**src/rtl/serial_rx_pkg.sv**
```systemverilog
`default_nettype none
// ============================================================================
// Module      : serial_rx_pkg
// Description : Shared constants and FSM state encoding for the serial word
//               receiver.
// Revision    : 1.0 - initial release
// ============================================================================
package serial_rx_pkg;

  // Default word size; must match the data width of the downstream FIFO.
  localparam int WORD_WIDTH_DEFAULT = 24;

  // Width of the bit counter for the default word size (counts 0..WORD_WIDTH).
  localparam int BIT_COUNT_WIDTH = $clog2(WORD_WIDTH_DEFAULT + 1);

  // Receiver states.
  typedef enum logic [1:0] {
    WAIT_LOW = 2'd0,  // wait for a frame-low sample before accepting a word
    IDLE     = 2'd1,  // between words
    SHIFT    = 2'd2,  // collecting bits of a word
    WRITE    = 2'd3   // single cycle issuing the FIFO write (or overrun)
  } rx_state_t;

endpackage : serial_rx_pkg
`default_nettype wire

```
**src/rtl/bit_synchronizer.sv**
```systemverilog
`default_nettype none
// ============================================================================
// Module      : bit_synchronizer
// Description : Multi-stage flip-flop synchroniser bringing one asynchronous
//               input into the clock domain, with asynchronous reset.
// Revision    : 1.0 - initial release
// ============================================================================
module bit_synchronizer #(
  parameter int SYNC_STAGES = 2
) (
  input  logic clock,
  input  logic reset,
  input  logic async_in,
  output logic sync_out
);

  logic [SYNC_STAGES-1:0] chain;

  // Shift the asynchronous input through the flop chain; oldest sample is the output.
  always_ff @(posedge clock or posedge reset) begin
    if (reset) begin
      chain <= '0;
    end else begin
      chain <= {chain[SYNC_STAGES-2:0], async_in};
    end
  end

  assign sync_out = chain[SYNC_STAGES-1];

endmodule : bit_synchronizer
`default_nettype wire

```
**src/rtl/serial_word_receiver.sv**
```systemverilog
`default_nettype none
// ============================================================================
// Module      : serial_word_receiver
// Description : Synchronises an external serial link (bit clock, data, frame)
//               and assembles MSB-first words, issuing one FIFO write per
//               complete word. Overruns and short frames are dropped and
//               reported with one-cycle error pulses.
// Revision    : 1.0 - initial release
// ============================================================================
module serial_word_receiver
  import serial_rx_pkg::*;
#(
  parameter int WORD_WIDTH  = WORD_WIDTH_DEFAULT,
  parameter int SYNC_STAGES = 2
) (
  input  logic                  clock,
  input  logic                  reset,
  input  logic                  serial_clock,
  input  logic                  serial_data,
  input  logic                  serial_frame,
  input  logic                  full,
  output logic                  write_data,
  output logic [WORD_WIDTH-1:0] parallel_data,
  output logic                  overrun_error,
  output logic                  frame_error
);

  localparam int COUNT_WIDTH = $clog2(WORD_WIDTH + 1);

  logic serial_clock_sync;
  logic serial_data_sync;
  logic serial_frame_sync;
  logic serial_clock_prev;
  logic bit_edge;

  rx_state_t             state;
  rx_state_t             state_next;
  logic [WORD_WIDTH-1:0]  shift_reg;
  logic [WORD_WIDTH-1:0]  shift_next;
  logic [WORD_WIDTH-1:0]  shifted;
  logic [WORD_WIDTH-1:0]  parallel_next;
  logic [COUNT_WIDTH-1:0] bit_count;
  logic [COUNT_WIDTH-1:0] count_next;
  logic                   frame_error_next;

  // All three link signals go through identical synchronisers so they stay aligned.
  bit_synchronizer #(.SYNC_STAGES(SYNC_STAGES)) u_sync_clock (
    .clock    (clock),
    .reset    (reset),
    .async_in (serial_clock),
    .sync_out (serial_clock_sync)
  );

  bit_synchronizer #(.SYNC_STAGES(SYNC_STAGES)) u_sync_data (
    .clock    (clock),
    .reset    (reset),
    .async_in (serial_data),
    .sync_out (serial_data_sync)
  );

  bit_synchronizer #(.SYNC_STAGES(SYNC_STAGES)) u_sync_frame (
    .clock    (clock),
    .reset    (reset),
    .async_in (serial_frame),
    .sync_out (serial_frame_sync)
  );

  // Remember the previous synchronised bit clock for rising-edge detection.
  always_ff @(posedge clock or posedge reset) begin
    if (reset) begin
      serial_clock_prev <= 1'b0;
    end else begin
      serial_clock_prev <= serial_clock_sync;
    end
  end

  assign bit_edge = serial_clock_sync & ~serial_clock_prev;

  // Shift register contents with the current sample appended as the new LSB.
  assign shifted = {shift_reg[WORD_WIDTH-2:0], serial_data_sync};

  // Next-state, datapath and strobe decode; write/overrun are decoded straight from WRITE.
  always_comb begin
    state_next       = state;
    shift_next       = shift_reg;
    count_next       = bit_count;
    parallel_next    = parallel_data;
    frame_error_next = 1'b0;
    write_data       = 1'b0;
    overrun_error    = 1'b0;

    case (state)
      WAIT_LOW: begin
        if (bit_edge && !serial_frame_sync) begin
          state_next = IDLE;
        end
      end

      IDLE: begin
        if (bit_edge && serial_frame_sync) begin
          shift_next = shifted;
          count_next = COUNT_WIDTH'(1);
          state_next = SHIFT;
        end
      end

      SHIFT: begin
        if (bit_edge) begin
          if (serial_frame_sync) begin
            shift_next = shifted;
            count_next = bit_count + COUNT_WIDTH'(1);
            // The bit arriving now completes the word.
            if (bit_count == COUNT_WIDTH'(WORD_WIDTH - 1)) begin
              parallel_next = shifted;
              state_next    = WRITE;
            end
          end else begin
            frame_error_next = 1'b1;
            count_next       = '0;
            state_next       = IDLE;
          end
        end
      end

      WRITE: begin
        write_data    = ~full;
        overrun_error = full;
        count_next    = '0;
        state_next    = WAIT_LOW;
      end

      default: begin
        state_next = WAIT_LOW;
        count_next = '0;
      end
    endcase
  end

  // State, datapath and registered frame-error pulse.
  always_ff @(posedge clock or posedge reset) begin
    if (reset) begin
      state         <= WAIT_LOW;
      shift_reg     <= '0;
      bit_count     <= '0;
      parallel_data <= '0;
      frame_error   <= 1'b0;
    end else begin
      state         <= state_next;
      shift_reg     <= shift_next;
      bit_count     <= count_next;
      parallel_data <= parallel_next;
      frame_error   <= frame_error_next;
    end
  end

endmodule : serial_word_receiver
`default_nettype wire

```
**config.mk**
```make
export PLATFORM = sky130hd
export DESIGN_NAME = serial_word_receiver
export DESIGN_NICKNAME = d
export VERILOG_FILES = /design/src/rtl/serial_rx_pkg.sv /design/src/rtl/bit_synchronizer.sv /design/src/rtl/serial_word_receiver.sv
export SDC_FILE = /design/constraint.sdc
export NUM_CORES = 1
export LEC_CHECK = 0
export BUFFER_PORTS_ARGS = -buffer_cell sky130_fd_sc_hd__buf_4
export CORE_UTILIZATION = 60
export DETAILED_ROUTE_END_ITERATION = 10
export PLACE_DENSITY_LB_ADDON = 0.1
export SYNTH_ARGS = -nofsm -noshare
export SYNTH_HDL_FRONTEND = slang
export SYNTH_SLANG_ARGS = --single-unit
```
**constraint.sdc**
```tcl
create_clock -name clock -period 4.05 [get_ports clock]
set_clock_uncertainty 0.15 [all_clocks]
set_input_delay 0 -clock clock [delete_from_list [all_inputs] [get_ports clock]]
set_output_delay 0 -clock clock [all_outputs]
set_load 0.05 [all_outputs]
```
# Yosys cells after proc, flatten, opt, wreduce, memory -nomap -nowiden
# Index checks and enable logic that the tools add are counted.
dict set report word_totals {
  wordCells 51
  reg_bits 62
}
dict set report op_classes {
  n_eq_ne 9
  bitwise 3
  n_mux 19
  reduce_logical 10
  n_addsub 1
}
# op count
set ops {}
lappend ops {{two-way mux 23 bit} 3}
lappend ops {{one-hot mux 23 bit (2 select lines)} 1}
lappend ops {{two-way mux 5 bit} 3}
lappend ops {{one-hot mux 5 bit (3 select lines)} 1}
lappend ops {{AND reduction 4 bit} 3}
lappend ops {{two-way mux 2 bit} 5}
lappend ops {{one-hot mux 2 bit (4 select lines)} 1}
lappend ops {{!= test 2 bit, second input constant} 3}
lappend ops {{adder 5 x 1 -> 5 bit, second input constant} 1}
lappend ops {{equality test 5 bit, second input constant} 1}
lappend ops {{two-way mux 1 bit} 5}
lappend ops {{equality test 2 bit, second input constant} 2}
lappend ops {{!= test 3 bit, second input constant} 1}
lappend ops {{AND reduction 3 bit} 1}
lappend ops {{nonzero test 3 bit} 1}
lappend ops {{equality test 2 x 1 -> 1 bit, second input constant} 1}
lappend ops {{logical AND 1 bit} 2}
lappend ops {{logical NOT 2 bit} 1}
lappend ops {{!= test 2 x 1 -> 1 bit, second input constant} 1}
lappend ops {{inverter 1 bit} 2}
lappend ops {{nonzero test 2 bit} 1}
lappend ops {{bitwise AND 1 bit} 1}
lappend ops {{logical NOT 1 bit} 1}

# Longest topological paths before layout
# Gate-level depths: netlist of the first run.
dict set report logic_depth {
  ltp_word 5
  mapped_depth 5
  ltp_nobuf 5
}

# Hierarchy
# A second synthesis of the first run with hierarchy kept.
dict set report unflattened {
  hier_cells 157
  area_unflattened_um2 2422.3
}
# mod n_inst area_each_um2 cells_each
set by_module_without_submodules {}
lappend by_module_without_submodules {serial_word_receiver 1 2260.9 148}
lappend by_module_without_submodules {bit_synchronizer 3 53.8 3}

# Worst setup path after synthesis of the first run
# Ideal clock, no wire load.
dict set report synth_path {
  path_type {reg-to-reg}
  startpoint {register bit_count[0]}
  endpoint {register parallel_data[0]}
  period_less_slack_ps 1747
  arrival_ps 1472
  n_path_buf 1
  stages_incl_launch_ff 6
  path_slack_ps 2303
  t_required_ps 3775
  cell_sequence {dfrtp_1 -> ha_1 -> nand4_1 -> nor3_4 -> buf_6 -> mux2_2}
}
dict set report synth_via {
  elab_chain_len 2
}
# element line
set synth_rtl {}
lappend synth_rtl {{start: declaration} serial_word_receiver.sv:42} ;# logic [COUNT_WIDTH-1:0] bit_count;
lappend synth_rtl {{start signal: assignment} serial_word_receiver.sv:150} ;# bit_count <= count_next;
lappend synth_rtl {{equality test 5 bit} serial_word_receiver.sv:113} ;# if (bit_count == COUNT_WIDTH'(WORD_WIDTH - 1)) begin
lappend synth_rtl {{AND reduction 4 bit (no line)} --}
lappend synth_rtl {{end signal: assignment} serial_word_receiver.sv:151} ;# parallel_data <= parallel_next;
lappend synth_rtl {{end: declaration} serial_word_receiver.sv:23} ;# output logic [WORD_WIDTH-1:0] parallel_data,
# No other way between the ends.
# A chain may end at the register's enable or synchronous reset.

# Worst setup path in the final report of the first run
dict set report layout_path {
  startpoint {register state[0]}
  endpoint {register parallel_data[1]}
}
dict set report layout_via {
  elab_chain_len 2
}
# element line
set layout_rtl {}
lappend layout_rtl {{start: declaration} serial_word_receiver.sv:36} ;# rx_state_t state;
lappend layout_rtl {{start signal: assignment} serial_word_receiver.sv:148} ;# state <= state_next;
lappend layout_rtl {{equality test 2 bit} serial_word_receiver.sv:92} ;# case (state)
lappend layout_rtl {{AND reduction 4 bit (no line)} --}
# No other way between the ends.

==> results of run 1 <==
## logic make-up after synthesis
group / Yosys count / synth area share (%)
flops: 62 / 64.0
mux: 50 / 23.2
fa+ha+maj: 1 / 0.516
compound gates: 14 / 3.56
buf+inv: 10 / 2.37
simple gates: 26 / 6.40
## area by class of cell
class / count / area, sq um / share of cell area (%)
Multi-Input combinational cell: 91 / 816 / 27.8
Inverter: 4 / 15.0 / 0.511
Tap cell: 48 / 60.1 / 2.04
Sequential cell: 62 / 1550 / 52.8
Clock inverter: 5 / 58.8 / 2.00
Clock buffer: 11 / 141 / 4.81
Timing Repair Buffer: 38 / 295 / 10.1
## report_power, final
| group | switching [mW] | leakage (nW) | internal, mW |
|---|---|---|---|
| combinational | 0.0688 | 0.575 | 0.0654 |
| sequential | 0.0517 | 0.835 | 0.662 |
| clock | 0.241 | 0.0955 | 0.301 |
| total | 0.361 | 1.51 | 1.03 |
## repair_timing
action,in CTS,in global routing
endpoints found under the hold margin,65,0
hold buffers,4,0
gates resized for setup,0,0
## how the worst min path moves through the flow
stage                 startpoint  slack, ps  cells after the start                               to
finish                      full        140                      3                       write_data
global route                full        160                      3                       write_data
CTS                         full        150                      3                       write_data
floorplan           serial_clock       -120                      0  u_sync_clock.chain[0]$_DFF_PP0_
global placement    serial_clock        -40                      1  u_sync_clock.chain[0]$_DFF_PP0_
detailed placement  serial_frame        -40                      1  u_sync_frame.chain[0]$_DFF_PP0_
## cell usage in the layout (no fill, tap or decap), drive strengths merged, types with 2 or more instances in the layout
| cell type | netlist | layout |
|---|---|---|
| dfrtp | 62 | 62 |
| mux2 | 49 | 49 |
| buf | 6 | 34 |
| clkbuf | 0 | 11 |
| o21ai | 6 | 6 |
| nand2 | 6 | 6 |
| nand2b | 4 | 4 |
| nand3 | 4 | 4 |
| dlygate4sd3 | 0 | 4 |
| inv | 4 | 4 |
| nor2 | 2 | 2 |
| a31oi | 2 | 2 |
| and3 | 2 | 2 |
| clkinvlp | 0 | 2 |
| nor3 | 2 | 2 |
| a21oi | 2 | 2 |
| clkinv | 0 | 2 |
## cell usage after synthesis, types with 2 or more instances
cell	count	area [sq um]
dfrtp_1	62	1550
buf_2	4	20.0
nand3_1	4	20.0
inv_1	4	15.0
o21ai_0	6	30.0
mux2_2	48	541
and3_1	2	12.5
nand2b_1	4	25.0
nor2_1	2	7.51
a31oi_1	2	12.5
buf_6	2	22.5
nand2_1	5	18.8
## metrics by stage
stage | setup slack (ps) | instance area [sq um] | power, mW | hold slack (ps) | cells
finish | 1530 | 2940 | 1.39 | 144 | 259
CTS | 1550 | 2940 | 1.40 | 145 | 259
global placement | 1640 | 2700 | 0.838 | -40.5 | 239
detailed placement | 1570 | 2700 | 0.854 | -36.7 | 239
floorplan | 2300 | 2420 | 0.815 | -119 | 163
global route | 1390 | 2940 | 1.46 | 155 | 259
## worst max-delay path: cells and delay by family, from the launching register on
kind,cells,cell delay (ps)
muxes,1,440
and+or+nand+nor,3,1300
DFF,1,490
## routing by layer
metal / global-route usage [%] / up-vias / part of all wire (%)
met5: 0 / - / 0
met4: 10.1 / 0 / 1.5
met3: 11.8 / 9 / 5.3
met2: 35.8 / 39 / 50
met1: 28.0 / 713 / 43
li1: - / 657 / -
==> metrics.md, run 1 <==
| Metric | Value |
|---|---|
| R2R Path End | `parallel_data[1]$_DFFE_PP0P_` |
| Synthesized netlist cell count | `163` |
| TritonCTS clock tree | `yes` |
| First drt pass iteration count | `4` |
| EDFF count, synth | `0` |
| Antenna diodes | `0` |
| DRT iter0 DRCs | `70` |
| Crit path max-delay cell type | `nor3_4` |
| Synthesized area | `0.00242 sq mm` |
| Clock root cell | `clkbuf_8` |
| Fin nets | `213` |
| Seq/Total Area, Yosys | `64.0%` |
| Max reg flops | `24` |
| Maximum vdd drop | `0.000311 V` |
| Worst setup EP type | `register` |
| Least-Margin Pin Slew | `1150 ps` |
| Crit path largest cell delay | `930 ps` |
| Startpoint types | `register` |
| Hpwl dp | `2660 um` |
| Filler Cells Inserted | `236` |
| Final period utilization | `62.1%` |
| Setup TNS | `0 ps` |
| MaxCap Viol Count | `0` |
| Initial core utilization | `64.3%` |
| TritonCTS buffer count | `9` |
| Tightest Hold Check Type | `in2out` |
| Worst-Skew Late Latency | `340 ps` |
| H-tree levels | `3` |
| Pwr dens | `473 mW/mm^2` |
| Antenna viol nets, final | `0` |
| Die area | `0.00430 sq mm` |
| Die X-Extent | `65.6 um` |
| Total wire length | `4200 um` |
| Leakage | `1.51 nW` |
| CTS Sinks | `62` |
| Antenna violations before repair | `0` |
| Fmax | `397 MHz` |
| Worst setup path startpoint | `state[0]$_DFFE_PP0P_` |
| I/O pin cnt | `33` |
| Flops & latches, synth | `62` |
| Die Y | `65.6 um` |
| Worst Path Class, Setup | `reg2reg` |
| Synth warnings | `0` |
| Largest net degree at the start of global routing | `63` |
| Routed wire per std cell | `16.2 um` |
| Worst Setup EP | `parallel_data[1]$_DFFE_PP0P_` |
| Reg2Reg Depth | `4` |
| Port-buffer cells | `32` |
| Vias in the first global route | `1,474` |
| First-pass GRT wire length | `7070 um` |
| RSZ-0062 raised after global routing | `no` |
| Row Count | `22` |
| WP data required | `4120 ps` |
| RePlAce Congestion | `0.873` |
| Via count | `1,418` |
| Syn_area_per_cell | `14.9 sq um` |
| R2R Path Start | `state[0]$_DFFE_PP0P_` |
| Clock-pin slew on the worst setup and hold paths | `70 ps` |
| Final Hold Viols | `0` |
| Async set-reset flop share out of synthesis | `100%` |
| Final core occ | `77.9%` |
| Crit path max fanout | `24` |
| CTS max path bufs | `2` |
| Cell chain of the critical path | `and2b_1, nand2_2, nor3_4, mux2_2` |
| Crit path DAT | `2590 ps` |
| Final Max Slew Viols | `0` |
| Relative slew slack | `22.9%` |
| Worst reg2reg setup slack | `1530 ps` |
| DRC | `0` |
| Area Overhead vs Synth | `21.2%` |
| # setup viols final | `0` |
| Vias per std cell | `5.47` |
| Status | `finished, final reports clean` |
| Synthesized net count | `170` |
| Synth unique cells | `30` |
| Ys flop type | `dfrtp_1` |
| GRT Util Overall | `23.5%` |
| Total grt overflow | `0` |
| Min Tclk post-route | `2520 ps` |
| Fraction of layout cells with a size suffix above 1 | `47.9%` |
| Core ar. | `0.00377 sq mm` |
| Postcts setup bufs | `0` |
(Power assumes the default switching activity.)
==> run 2, diff against run 1 <==
--- a/config.mk
+++ b/config.mk
@@ -6,7 +6,7 @@
 export NUM_CORES = 1
 export LEC_CHECK = 0
 export BUFFER_PORTS_ARGS = -buffer_cell sky130_fd_sc_hd__buf_4
-export CORE_UTILIZATION = 60
+export CORE_UTILIZATION = 56
 export DETAILED_ROUTE_END_ITERATION = 10
 export PLACE_DENSITY_LB_ADDON = 0.1
 export SYNTH_ARGS = -nofsm -noshare
==> constraint.sdc (replaced) <==
create_clock -name clock -period 2.6 [get_ports clock]
set_clock_uncertainty 0.15 [all_clocks]
set_input_delay 0 -clock clock [delete_from_list [all_inputs] [get_ports clock]]
set_output_delay 0 -clock clock [all_outputs]
set_load 0.05 [all_outputs]
==> metrics.md, run 2 (synthesized netlist as in run 1, its figures left out) <==
| Metric | Value |
|---|---|
| Busiest grt layer | `met2` |
| CTS Sinks | `62 (unchanged)` |
| Worst-Skew Late Latency | `320 ps (-20 ps)` |
| Antenna violations before repair | `0 (unchanged)` |
| Sw Share | `24.3% (-1.7 points)` |
| Multi-input gate area | `816 sq um (unchanged)` |
| Crit path max fanout | `24 (unchanged)` |
| Post-route worst setup slack | `570 ps (-963 ps)` |
| MaxCap Viol Count | `0 (unchanged)` |
| Clock-pin slew on the worst setup and hold paths | `60 ps (about the same)` |
| Port-buffer cells | `32 (unchanged)` |
| Leakage | `1.51 nW (about the same)` |
| Die X-Extent | `67.8 um (+3.4%)` |
| I/O pin cnt | `33 (unchanged)` |
| Total wire length | `4070 um (-3.1%)` |
| CTS max path bufs | `2 (unchanged)` |
| First-pass GRT wire length | `6610 um (-6.4%)` |
| Die Y | `67.8 um (+3.4%)` |
| Filler Cells Inserted | `285 (+21%)` |
| Power, Total | `2.04 mW (+47%)` |
| Die area | `0.00460 sq mm (+6.9%)` |
| Via count | `1,424 (+0.42%)` |
| Crit path DAT | `2080 ps (-510 ps)` |
| Met1 usage | `25.8% (-2.2 points)` |
| Relative slew slack | `35.4% (+13 points)` |
| Initial core utilization | `59.3% (-5.0 points)` |
| # setup viols final | `0 (unchanged)` |
| Tightest Hold Check Type | `in2out` |
| Commonest non-fill, non-tap cells in the layout | `dfrtp_1 (62), mux2_2 (48), buf_4 (35), clkbuf_8 (12), o21ai_0 (6)` |
| Antenna diodes | `0 (unchanged)` |
| Switching pwr | `0.495 mW (+37%)` |
| TritonCTS buffer count | `9 (unchanged)` |
| Logic pwr share | `10.0% (+0.3 points)` |
| Register area | `0.00155 sq mm (unchanged)` |
| RePlAce Congestion | `0.832 (-4.7%)` |
| Commonest non-fill, non-tap cell in the layout | `dfrtp_1` |
| First drt pass iteration count | `4 (unchanged)` |
| Antenna viol nets, final | `0 (unchanged)` |
| Fin nets | `214 (+0.47%)` |
| GRT Util Overall | `20.2% (-3.3 points)` |
| Largest net degree at the start of global routing | `50 (-21%)` |
| Final Max Slew Viols | `0 (unchanged)` |
| Fraction of layout cells with a size suffix above 1 | `47.6% (-0.25 points)` |
| Pwr dens | `699 mW/mm^2 (+48%)` |
| Sequential Power Share | `54.2% (+2.9 points)` |
| RSZ-0062 raised after global routing | `no` |
| Vias in the first global route | `1,403 (-4.8%)` |
| Met3 usage | `4.56% (-7.2 points)` |
| Status | `finished, final reports clean` |
| Clock share of power | `35.7% (-3.3 points)` |
| Min Tclk post-route | `2030 ps (-487 ps)` |
| Final period utilization | `78.1% (+16 points)` |
| Int Pwr | `1.55 mW (+50%)` |
| Vias per std cell | `5.48 (about the same)` |
| Final Non-Filler Cells | `260 (+0.39%)` |
| Routed wire per std cell | `15.6 um (-3.5%)` |
| WP data required | `2650 ps (-1470 ps)` |
| Hpwl dp | `2700 um (+1.6%)` |
| Maximum vdd drop | `0.000514 V (+65%)` |
| Worst setup EP type | `register` |
| Least-Margin Pin Slew | `968 ps (-185 ps)` |
| H-tree levels | `3 (unchanged)` |
| DRC | `0 (unchanged)` |
| Post-CTS Resized | `0 (unchanged)` |
| Worst Path Class, Setup | `reg2reg` |
| Fmax | `493 MHz (+24%)` |
| Placed Cells | `242 (+1.3%)` |
| Final Hold Viols | `0 (unchanged)` |
| TritonCTS clock tree | `yes` |
| Row Count | `23 (+4.5%)` |
| Area Overhead vs Synth | `20.5%` |
| Clock root cell | `clkbuf_8` |
| GR Util met2 | `31.9% (-3.9 points)` |
| Startpoint types | `register` |
| DRT iter0 DRCs | `83 (+19%)` |
| Setup TNS | `0 ps (unchanged)` |
| Max reg flops | `24 (unchanged)` |
| Total grt overflow | `0 (unchanged)` |
| Core ar. | `0.00409 sq mm (+8.4%)` |
| Pre-CTS setup slack | `588 ps (-979 ps)` |
-- run 2: cell count changes in the layout (fill, tap and decap cells not counted) --
cell / delta
buf_4: +1
bufinv_16: -1
clkbuf_8: +2
clkinv_4: -1
clkinvlp_4: -2
-- run 2: area by class of cell --
| type | instances | area share [%] |
|---|---|---|
| multi-input combinational | 91 | 27.9 |
| inverter | 4 | 0.514 |
| timing repair buffer | 39 | 10.4 |
| clock buffer | 13 | 5.78 |
| sequential | 62 | 53.1 |
| clock inverter | 1 | 0.171 |
| tap | 50 | 2.14 |
-- run 2: repair_timing --
| item | CTS | global route |
|---|---|---|
| buffers inserted | 0 | 0 |
| hold endpoints to repair | 51 | 0 |
| hold buffers | 4 | 0 |
-- run 2: critical path, cell delays in order (launching register included) --
cell and delay [ps]:
dfrtp_1 480, and2b_1 280, nand2_2 90, nor3_4 170, buf_4 340, mux2_2 390
-- run 2: final timing paths --
| check | start | to | slack [ps] | cells after the start |
|---|---|---|---|---|
| setup / recovery | state[0]$_DFFE_PP0P_ | parallel_data[21]$_DFFE_PP0P_ | 570 | 5 |
| hold / removal | full | write_data | 160 | 3 |
| setup reg to reg | state[0]$_DFFE_PP0P_ | parallel_data[21]$_DFFE_PP0P_ | 570 | 5 |
| hold reg to reg | u_sync_data.chain[0]$_DFF_PP0_ | u_sync_data.chain[1]$_DFF_PP0_ | 200 | 0 |
| max in group asynchronous | reset | parallel_data[23]$_DFFE_PP0P_ | 1200 | 4 |
| min in group asynchronous | reset | parallel_data[9]$_DFFE_PP0P_ | 350 | 3 |
-- run 2: metrics by stage --
| stage | util [%] | hold slack (ps) | cell area, sq um |
|---|---|---|---|
| finish | 71.5 | 160 | 2920 |
| global route | 71.5 | 167 | 2920 |
| CTS | 71.5 | 154 | 2920 |
| detailed placement | 66.3 | -37.9 | 2710 |
| global placement | 66.3 | -40.6 | 2710 |
| floorplan | - | -119 | 2420 |
-- run 2: power groups by stage --
stage          clock network (mW)  registers (mW)  logic [mW]
2_1_floorplan                   0            1.09       0.183
3_3_place_gp                    0            1.11       0.193
3_5_place_dp                    0            1.12       0.202
4_1_cts                     0.753            1.10       0.208
5_1_grt                     0.796            1.12       0.230
6_report                    0.729            1.11       0.205
-- run 2: layer usage --
layer,routed length (um),vias up
met2,2080,34
met4,49,0
met5,0,-
met3,146,5
met1,1790,725
li1,-,660
